--- config.mk ---
export PLATFORM = sky130hd
export DESIGN_NAME = uart_tx
export DESIGN_NICKNAME = d
export VERILOG_FILES = /design/src/rtl/uart_pkg.sv /design/src/rtl/uart_tx_fifo.sv /design/src/rtl/uart_tx.sv
export SDC_FILE = /design/constraint.sdc
export NUM_CORES = 1
export LEC_CHECK = 0
export ABC_AREA = 1
export BUFFER_PORTS_ARGS = -buffer_cell sky130_fd_sc_hd__buf_2
export CAP_MARGIN = 40
export CORE_ASPECT_RATIO = 1.75
export CORE_UTILIZATION = 60
export DETAILED_ROUTE_END_ITERATION = 8
export GPL_ROUTABILITY_DRIVEN = 1
export PLACE_DENSITY = 0.79
export SLEW_MARGIN = 20
export SYNTH_ARGS = -nofsm -noshare
export SYNTH_HDL_FRONTEND = slang
export SYNTH_SLANG_ARGS = --single-unit
--- constraint.sdc ---
create_clock -name clk -period 4.15 [get_ports clk]
set_clock_uncertainty 0.1 [all_clocks]
set_input_delay 0.2075 -clock clk [delete_from_list [all_inputs] [get_ports clk]]
set_output_delay 0.2075 -clock clk [all_outputs]
set_load 0.01 [all_outputs]
--- src/rtl/uart_pkg.sv ---
// Shared definitions for the UART transmitter: frame state encoding and the default bit period.
package uart_pkg;

    // 50 MHz system clock at 115200 baud
    localparam int unsigned DefaultClksPerBit = 434;

    typedef enum logic [2:0] {
        StIdle,
        StStart,
        StData,
        StParity,
        StStop
    } tx_state_e;

endpackage

--- src/rtl/uart_tx_fifo.sv ---
// First-word-fall-through byte FIFO with a registered occupancy level; DEPTH must be a power of two.
module uart_tx_fifo
    import uart_pkg::*;
#(
    parameter int unsigned DEPTH = 4,
    localparam int unsigned AW = $clog2(DEPTH),
    localparam int unsigned LW = AW + 1
) (
    input  logic          clk,
    input  logic          reset_n,
    input  logic          wr_en,
    input  logic [7:0]    wr_data,
    input  logic          rd_en,
    output logic [7:0]    rd_data,
    output logic          empty,
    output logic          full,
    output logic [LW-1:0] level
);

    logic [7:0]    mem_q [DEPTH];
    logic [AW-1:0] wr_ptr_q, rd_ptr_q;
    logic [LW-1:0] level_q, level_d;
    logic          push, pop;

    assign full    = (level_q == LW'(DEPTH));
    assign empty   = (level_q == '0);
    assign push    = wr_en && !full;
    assign pop     = rd_en && !empty;
    assign rd_data = mem_q[rd_ptr_q];
    assign level   = level_q;

    always_comb begin
        level_d = level_q;
        unique case ({push, pop})
            2'b10:   level_d = level_q + LW'(1);
            2'b01:   level_d = level_q - LW'(1);
            default: level_d = level_q;
        endcase
    end

    // Pointers wrap naturally because DEPTH is a power of two
    always_ff @(posedge clk) begin
        if (!reset_n) begin
            wr_ptr_q <= '0;
            rd_ptr_q <= '0;
            level_q  <= '0;
        end else begin
            level_q <= level_d;
            if (push) wr_ptr_q <= wr_ptr_q + AW'(1);
            if (pop)  rd_ptr_q <= rd_ptr_q + AW'(1);
        end
    end

    always_ff @(posedge clk) begin
        if (push) mem_q[wr_ptr_q] <= wr_data;
    end

endmodule

--- src/rtl/uart_tx.sv ---
// Buffered 8-bit UART transmitter, LSB first, one stop bit.
// Define UART_TX_PARITY_EN to insert an even-parity bit between data and stop.
module uart_tx
    import uart_pkg::*;
#(
    parameter int unsigned CLKS_PER_BIT = DefaultClksPerBit,
    parameter int unsigned FIFO_DEPTH   = 4
) (
    input  logic                         clk,
    input  logic                         reset_n,
    input  logic [7:0]                   s_data,
    input  logic                         s_valid,
    output logic                         s_ready,
    output logic                         txd,
    output logic                         busy,
    output logic [$clog2(FIFO_DEPTH):0] fifo_level
);

    localparam int unsigned BW = $clog2(CLKS_PER_BIT);
    localparam logic [BW-1:0] BaudLast = BW'(CLKS_PER_BIT - 1);

    tx_state_e     state_q, state_d;
    logic [BW-1:0] baud_q, baud_d;
    logic [2:0]    bit_q, bit_d;
    logic [7:0]    shift_q, shift_d;
    logic          txd_q, txd_d;
    logic          load, pop, full, empty, baud_end;
    logic [7:0]    rd_data;
`ifdef UART_TX_PARITY_EN
    logic          parity_q, parity_d;
`endif

    uart_tx_fifo #(
        .DEPTH(FIFO_DEPTH)
    ) u_fifo (
        .clk    (clk),
        .reset_n(reset_n),
        .wr_en  (s_valid),
        .wr_data(s_data),
        .rd_en  (pop),
        .rd_data(rd_data),
        .empty  (empty),
        .full   (full),
        .level  (fifo_level)
    );

    assign s_ready  = !full;
    assign txd      = txd_q;
    assign busy     = (state_q != StIdle) || !empty;
    assign baud_end = (baud_q == BaudLast);

    always_comb begin
        state_d = state_q;
        baud_d  = baud_q;
        bit_d   = bit_q;
        shift_d = shift_q;
        txd_d   = txd_q;
        load    = 1'b0;
        pop     = 1'b0;
`ifdef UART_TX_PARITY_EN
        parity_d = parity_q;
`endif
        case (state_q)
            StIdle: load = !empty;
            StStart: begin
                baud_d = baud_q + BW'(1);
                if (baud_end) begin
                    baud_d  = '0;
                    bit_d   = '0;
                    state_d = StData;
                    txd_d   = shift_q[0];
                    shift_d = {1'b0, shift_q[7:1]};
                end
            end
            StData: begin
                baud_d = baud_q + BW'(1);
                if (baud_end) begin
                    baud_d = '0;
                    bit_d  = bit_q + 3'd1;
                    if (bit_q == 3'd7) begin
`ifdef UART_TX_PARITY_EN
                        state_d = StParity;
                        txd_d   = parity_q;
`else
                        state_d = StStop;
                        txd_d   = 1'b1;
`endif
                    end else begin
                        txd_d   = shift_q[0];
                        shift_d = {1'b0, shift_q[7:1]};
                    end
                end
            end
`ifdef UART_TX_PARITY_EN
            StParity: begin
                baud_d = baud_q + BW'(1);
                if (baud_end) begin
                    baud_d  = '0;
                    state_d = StStop;
                    txd_d   = 1'b1;
                end
            end
`endif
            StStop: begin
                baud_d = baud_q + BW'(1);
                if (baud_end) begin
                    baud_d  = '0;
                    state_d = StIdle;
                    load    = !empty;
                end
            end
            default: begin
                state_d = StIdle;
                txd_d   = 1'b1;
            end
        endcase

        // Pop straight into the shifter; start bit appears on the next cycle
        if (load) begin
            pop     = 1'b1;
            shift_d = rd_data;
            state_d = StStart;
            baud_d  = '0;
            txd_d   = 1'b0;
`ifdef UART_TX_PARITY_EN
            parity_d = ^rd_data;
`endif
        end
    end

    always_ff @(posedge clk) begin
        if (!reset_n) begin
            state_q <= StIdle;
            baud_q  <= '0;
            bit_q   <= '0;
            shift_q <= '0;
            txd_q   <= 1'b1;
`ifdef UART_TX_PARITY_EN
            parity_q <= 1'b0;
`endif
        end else begin
            state_q <= state_d;
            baud_q  <= baud_d;
            bit_q   <= bit_d;
            shift_q <= shift_d;
            txd_q   <= txd_d;
`ifdef UART_TX_PARITY_EN
            parity_q <= parity_d;
`endif
        end
    end

endmodule

==> impl_results.md, run 1 <==
- Status: complete, no violations
- Switching share of power: 0.380
- Top-area cell type share of the netlist area: 0.311
- Die Area: 5450 um^2
- Clock share of power: 0.272
- Max-cap violations: 0
- Vias in the first global route: 2347
- Synthesized instance count: 348
- DRC Markers: 0
- Area of the multi-input gates: between 1000 and 1500 um^2
- Startpoint Class: flop
- NumNets Final: 395
- CP arrival: 2.64 ns
- Synthesized flop and latch total: 65
- Total Routing Usage GR: 0.245
- Worst vdd ir: 0.000509 V
- EDFF count, synth: 32
- Diode count: 0
- Row Count: 34
- Final setup fails: 0
- RSZ-0062 raised after global routing: no
- Top post-synthesis cells by area: edfxtp_1, dfxtp_1, nand2_1
- Synth Cell Area: 3090 um^2
- Layout cells sized above 1: 0.153
- Antenna violations before repair: 0
- Max FO, Critical Path: 17
- Min Tclk post-route: 2.51 ns
- Req. time, crit path: 4.28 ns
- Final Wtd Congestion: a little under 0.9
- F_max: 0.398 GHz
- Combinational share of power: 0.357
- Routed length per instance: between 10 and 15 um
- Switching power: ~0.9 mW
- Critical Path Max Stage Delay: approximately 0.43 ns
- Top-level I/O count: 17
- DIE WIDTH: 56.2 um
- CTS Buf Count: 9
- Routed wire length: 6.11 mm
- Max-slew violation count: 0
- Initial Util: 0.620
- CTS sink cnt: 65
- Mapped Nets: 369
- GRT overflow: 0
- Fin. Hold Viols: 0
- Top FF cell, synth: dfxtp_1
- Fin util: 0.703
- Internal power: approximately 1.5 mW
- Tcrit/Tclk final: 0.605
- Post-CTS Setup Inserts: 0
- CTS tree: yes
- Post-route antenna net violation count: 0
- Port bufs: 16
- CTS root buf: clkbuf_8
- Vias post-DR: 2377
- H-Tree Depth: 3
- Async S/R FF share, synth: 0
- Pin count of the biggest net entering global routing: 18
- Maximum buffer depth of the clock tree: 2
- Pwr Density: just under 700 nW/um^2
- Worst Hold Class: primary input to flop
- Most common cell in the synthesized netlist: nand2_1
- Max-slew headroom: 0.463
- Critical Setup Path Class: flop to flop
- Post-CTS sizing: 0
- Worst Setup End Kind: flop
- Sequential cell area fraction in the yosys report: 0.525
- Synthesis-to-layout area growth: 13.3%
- CP cell instances: ha_1 > nand2_1 > nor2_2 > nand2_4 > nand2_8 > nand2_8 > inv_2 > ha_1 > inv_1 > fa_1 > a21oi_1 > o21ai_0 > o21ai_0 > a21oi_1
- Most instantiated cells after synthesis: nand2_1, nor2_1, inv_1
- DP Wirelength: between 4 and 5 mm
- Sequential share of power: 0.371
- Leak pwr: 1.44 nW
- DR vias/cell: 5.49
- Area of the core: 4980 um^2
- Worst slew pin tran: 0.802 ns
- Latest clock arrival within the worst-skew pair: 0.34 ns
- TNS Setup: 0 ns
- First-pass GRT wire length: between 10 and 15 mm
- Warnings from Yosys: 0
- Area leader, netlist: edfxtp_1
- Clock transition at path regs: 0.07 ns
- Iter 0 DRT Violations: 94
- Initial DRT Pass Iterations: 4
- Die height: 96.9 um
- FF+latch area: 1620 um^2
- Fillcell total: just under 400
- Cell variety after synth: 33
- Syn_area_per_cell: 8.87 um^2
- Post-cts hold buffer count: 8
- Slowest cell on the critical path: dfxtp_1
[path summary, 6_finish.rpt]
kind	from	to	slack, ns	cells past startpoint
min	reset_n	txd$_SDFFE_PN1P_	0.15	2
min reg2reg	bit_q[2]$_SDFFE_PN0P_	bit_q[2]$_SDFFE_PN0P_	0.37	2
max	baud_q[0]$_SDFFE_PP0P_	u_fifo.level[2]$_SDFFE_PN0P_	1.64	14
max reg2reg	baud_q[0]$_SDFFE_PP0P_	u_fifo.level[2]$_SDFFE_PN0P_	1.64	14
[layout make-up]
type,count,share of cell area
Inverter,43,0.0462
Sequential cell,65,0.464
Clock buffer,9,0.0354
Multi-Input combinational cell,231,0.356
Tap cell,54,0.0193
Timing Repair Buffer,24,0.0458
Clock inverter,7,0.0340
[sequential cells by signal, summed over array words and instances, names as in the netlist, named ones only]
name and flops:
u_fifo.mem_q 32, shift_q 8, txd 1, baud_q 9, bit_q 3, u_fifo.rd_ptr_q 2, u_fifo.wr_ptr_q 2, state_q 3
u_fifo.level 3
[worst max-delay path: cells and delay by family, from the launching register on]
family	cells	cell delay, ns
flip-flops	1	0.43
AO/OA/AOI/OAI	4	0.48
AND/OR/NAND/NOR	5	0.48
adder cells (fa/ha/maj)	3	0.73
buffers and inverters	2	0.19
[stage by stage]
step / cells / cell area (um^2) / hold slack, ns / power (mW) / worst slack, ns
after floorplan: 348 / 3090 / 0.206 / 1.58 / 1.88
after global placement: 409 / 3170 / 0.315 / 1.70 / 1.74
after detailed placement: 409 / 3170 / 0.321 / 1.72 / 1.66
after CTS: 433 / 3500 / 0.130 / 2.37 / 1.65
after global routing: 433 / 3500 / 0.156 / 2.53 / 1.27
final: 433 / 3500 / 0.149 / 2.37 / 1.64
[layout by cell type (no fill, tap or decap), types with 3 or more instances in the layout]
master and n:
nand4_1 8, o22ai_1 3, ha_1 9, bufinv_16 3
o21ai_0 26, nand2_2 3, nor2_2 3, buf_2 16
nor2_1 43, o21ai_1 5, a21oi_1 18, clkbuf_8 9
nand3_2 3, edfxtp_1 32, inv_1 36, dlygate4sd3_1 8
dfxtp_1 33, nand2_1 61, nor3_1 4, nand3_1 29
inv_2 6
[logic make-up after synthesis]
family / count (synthesis) / synth area share
flops: 65 / 0.525
buf+inv: 52 / 0.0717
compound gates: 56 / 0.0993
fa+ha+maj: 10 / 0.0430
simple gates: 165 / 0.261
[layer usage]
metal,part of all wire,GRT usage
met1,0.38,0.240
met2,0.56,0.452
met3,0.028,0.0602
met4,0.037,0.137
met5,0,0
[power groups by stage]
stage | sequential [mW] | clock [mW] | combinational, mW
floorplan | 0.863 | 0 | 0.713
global placement | 0.887 | 0 | 0.812
detailed placement | 0.889 | 0 | 0.829
CTS | 0.878 | 0.650 | 0.843
global route | 0.895 | 0.677 | 0.955
finish | 0.879 | 0.644 | 0.846
Note: power is estimated with default switching activity, not from simulation.
==> inputs of run 2 (changes only) <==
--- a/config.mk
+++ b/config.mk
@@ -5,14 +5,14 @@
 export SDC_FILE = /design/constraint.sdc
 export NUM_CORES = 1
 export LEC_CHECK = 0
-export ABC_AREA = 1
+export ABC_AREA = 0
 export BUFFER_PORTS_ARGS = -buffer_cell sky130_fd_sc_hd__buf_2
 export CAP_MARGIN = 40
 export CORE_ASPECT_RATIO = 1.75
-export CORE_UTILIZATION = 60
+export CORE_UTILIZATION = 54
 export DETAILED_ROUTE_END_ITERATION = 8
 export GPL_ROUTABILITY_DRIVEN = 1
-export PLACE_DENSITY = 0.79
+export PLACE_DENSITY = 0.75
 export SLEW_MARGIN = 20
 export SYNTH_ARGS = -nofsm -noshare
 export SYNTH_HDL_FRONTEND = slang
==> constraint.sdc (replaced) <==
create_clock -name clk -period 2.2 [get_ports clk]
set_clock_uncertainty 0.1 [all_clocks]
set_input_delay 0.11 -clock clk [delete_from_list [all_inputs] [get_ports clk]]
set_output_delay 0.11 -clock clk [all_outputs]
set_load 0.01 [all_outputs]
==> impl_results.md, run 2 <==
- Async S/R FF share, synth: 0 (unchanged)
- DIE WIDTH: 57.4 um (was 56.2 um)
- TNS Setup: -0.0847 ns (was 0 ns)
- Fillcell total: 371 (was 395)
- Worst vdd ir: 0.000770 V (was 0.000509 V)
- Layout cells sized above 1: 0.304 (was 0.153)
- Pwr Density: 1080 nW/um^2 (was 677 nW/um^2)
- Pin count of the biggest net entering global routing: 15 (was 18)
- Largest regs: u_fifo.mem_q x32, baud_q x9, shift_q x8 (unchanged)
- Max-cap violations: 0 (unchanged)
- Worst reg2reg setup slack: -0.08 ns (was 1.64 ns)
- Diode count: 0 (unchanged)
- Vias post-DR: 2105 (was 2377)
- Synth Cell Area: 2900 um^2 (was 3090 um^2)
- CTS root buf: clkbuf_8 (unchanged)
- Worst Hold Class: primary input to flop (unchanged)
- Max FFs per register: 32 (unchanged)
- Warnings from Yosys: 0 (unchanged)
- Area of the core: 5210 um^2 (was 4980 um^2)
- Fin util: 0.698 (was 0.703)
- Tcrit/Tclk final: 1.04 (was 0.605)
- Top FF cell, synth: dfxtp_1 (unchanged)
- CP arrival: 2.47 ns (was 2.64 ns)
- Commonest non-fill, non-tap cell in the layout: edfxtp_1 (was nand2_1)
- Max-slew headroom: 0.616 (was 0.463)
- Syn_area_per_cell: 12.1 um^2 (was 8.87 um^2)
- First-pass GRT wire length: 9.76 mm (was 10.2 mm)
- Most instantiated cells after synthesis: dfxtp_1, edfxtp_1, a21oi_1 (was nand2_1, nor2_1, inv_1)
- Leak pwr: 1.31 nW (was 1.44 nW)
- DP Wirelength: 4.00 mm (was 4.28 mm)
- WHS: 0.0727 ns (was 0.149 ns)
- Worst Setup End Kind: flop (unchanged)
- Final non-filler cell area: 3640 um^2 (was 3500 um^2)
- Startpoint Class: flop (unchanged)
- CTS tree: yes (unchanged)
- Maximum buffer depth of the clock tree: 2 (unchanged)
- DRC Markers: 0 (unchanged)
- DR vias/cell: 5.88 (was 5.49)
- Vias in the first global route: 2120 (was 2347)
- Port bufs: 16 (unchanged)
- Req. time, crit path: 2.39 ns (was 4.28 ns)
- Final WS setup: -0.0847 ns (was 1.64 ns)
- Synthesis-to-layout area growth: 25.4% (was 13.3%)
- Status: complete, but fails checks (was complete, no violations)
- Pre-CTS setup slack: -0.138 ns (was 1.66 ns)
- GRT overflow: 0 (unchanged)
- Area leader, netlist: edfxtp_1 (unchanged)
- Min Tclk post-route: 2.28 ns (was 2.51 ns)
- CTS sink cnt: 65 (unchanged)
- Routed wire length: 6.04 mm (was 6.11 mm)
- Cells after DPL: 328 (was 409)
- Total Routing Usage GR: 0.236 (was 0.245)
- Iter 0 DRT Violations: 54 (was 94)
- NumNets Final: 319 (was 395)
- Die height: 99.0 um (was 96.9 um)
- Overall power: 3.92 mW (was 2.37 mW)
- F_max: 0.438 GHz (was 0.398 GHz)
- Routed length per instance: 16.9 um (was 14.1 um)
- Top post-synthesis cells by area: edfxtp_1, dfxtp_1, mux4_2 (was edfxtp_1, dfxtp_1, nand2_1)
- Worst slew pin tran: 0.576 ns (was 0.802 ns)
- Die Area: 5680 um^2 (was 5450 um^2)
- Most flops, register: u_fifo.mem_q (unchanged)
- Top-level I/O count: 17 (unchanged)
- Latest clock arrival within the worst-skew pair: 0.36 ns (was 0.34 ns)
- Terminus of the critical flop-to-flop path: u_fifo.level[2]$_SDFFE_PN0P_ (unchanged)
- Critical path destination: u_fifo.level[2]$_SDFFE_PN0P_ (unchanged)
- Post-route antenna net violation count: 0 (unchanged)
- Initial DRT Pass Iterations: 4 (unchanged)
- H-Tree Depth: 3 (unchanged)
- Synthesized flop and latch total: 65 (unchanged)
- RR Startpoint: baud_q[1]$_SDFFE_PP0P_ (was baud_q[0]$_SDFFE_PP0P_)
- Failing checks: negative setup slack
- CP startpoint: baud_q[1]$_SDFFE_PP0P_ (was baud_q[0]$_SDFFE_PP0P_)
- Mapped Nets: 260 (was 369)
- Final setup fails: 1 (was 0)
- Top-area cell type share of the netlist area: 0.331 (was 0.311)
- Row Count: 35 (was 34)
- Cell variety after synth: 46 (was 33)
- CTS Buf Count: 9 (unchanged)
- Max FO, Critical Path: 2 (was 17)
- Antenna violations before repair: 0 (unchanged)
- Finished Layout Cells: 358 (was 433)
- R2r worst-path depth: 12 (was 14)
- Final Wtd Congestion: 0.828 (was 0.868)
- EDFF count, synth: 32 (unchanged)
- Max-slew violation count: 0 (unchanged)
- Critical Setup Path Class: flop to flop (unchanged)
- Synthesized instance count: 239 (was 348)
- Initial Util: 0.557 (was 0.620)
- Clock transition at path regs: 0.08 ns (was 0.07 ns)
- Fin. Hold Viols: 0 (unchanged)
- Most common cell in the synthesized netlist: dfxtp_1 (was nand2_1)
- RSZ-0062 raised after global routing: yes (was no)
- Most frequent cells in the layout: edfxtp_1, buf_4, dfxtp_1 (was nand2_1, nor2_1, inv_1)
- Area of placed instances: 3250 um^2 (was 3170 um^2)
- Sequential cell area fraction in the yosys report: 0.559 (was 0.525)
[run 2: changes by cell type in the layout (fill, tap and decap cells not counted), moves of 7 or more]
cell     change
o21ai_0     -16
o31ai_1      +9
and3_1       +7
inv_1       -26
mux4_2       +8
nand2_1     -48
nand3_1     -25
nand4_1      -8
nor2_1      -34
or3_1        +7
mux2i_1      +7
buf_4       +30
[run 2: worst max-delay path, stage by stage, from the launching register on]
cell,delay (ns)
dfxtp_2,0.33
inv_2,0.05
ha_4,0.11
nand4b_1,0.16
o21ai_2,0.21
nand3_2,0.11
inv_2,0.08
ha_4,0.12
inv_2,0.03
fa_2,0.33
xor2_1,0.15
or3_1,0.30
a21oi_1,0.13
[run 2: how the worst min path moves through the flow]
stage | start | end | slack, ns | depth (start not counted)
2_1_floorplan | s_data[0] | u_fifo.mem_q[0][0]$_DFFE_PP_ | 0.11 | 0
3_3_place_gp | s_data[5] | u_fifo.mem_q[3][5]$_DFFE_PP_ | 0.22 | 1
3_5_place_dp | s_data[6] | u_fifo.mem_q[2][6]$_DFFE_PP_ | 0.23 | 1
4_1_cts | reset_n | baud_q[1]$_SDFFE_PP0P_ | 0.05 | 3
5_1_grt | reset_n | baud_q[1]$_SDFFE_PP0P_ | 0.09 | 3
6_report | reset_n | baud_q[1]$_SDFFE_PP0P_ | 0.07 | 3
[run 2: cells by family (layout without fill, tap and decap cells)]
kind of cell             count (synthesis)  in the layout  synth area share
flip-flops                              65             65             0.559
adder cells (fa/ha/maj)                 10             10            0.0457
buffers and inverters                   22             86            0.0293
multiplexers                            16             16            0.0897
AO/OA/AOI/OAI                           58             58             0.132
XOR/XNOR                                 7              7            0.0211
AND/OR/NAND/NOR                         61             61             0.123
[run 2: power breakdown]
group	internal (mW)	switching, mW
Clock	0.547	0.544
Combinational	0.615	0.632
Sequential	1.47	0.108
Total	2.64	1.28
[run 2: area by class of cell]
| class | instances | area, um^2 | area share |
|---|---|---|---|
| timing repair buffer | 57 | 417 | 0.115 |
| sequential | 65 | 1630 | 0.448 |
| clock buffer | 9 | 124 | 0.0341 |
| inverter | 13 | 48.8 | 0.0134 |
| multi-input combinational | 152 | 1260 | 0.348 |
| tap | 55 | 68.8 | 0.0189 |
| clock inverter | 7 | 85.1 | 0.0234 |
[run 2: repair_timing]
item	CTS	global route
endpoints found under the setup margin	2	15
setup buffers	1	3
pin swaps	3	4
resized for setup	2	8
hold endpoints to repair	38	0
hold buffers	10	0
[run 2: routing by layer]
| layer | vias to the layer above | GRT usage | routed length [um] |
|---|---|---|---|
| li1 | 1028 | - | - |
| met1 | 1036 | 0.220 | 2170 |
| met2 | 27 | 0.462 | 3610 |
| met3 | 14 | 0.0551 | 137 |
| met4 | 0 | 0.101 | 119 |
| met5 | - | 0 | 0 |
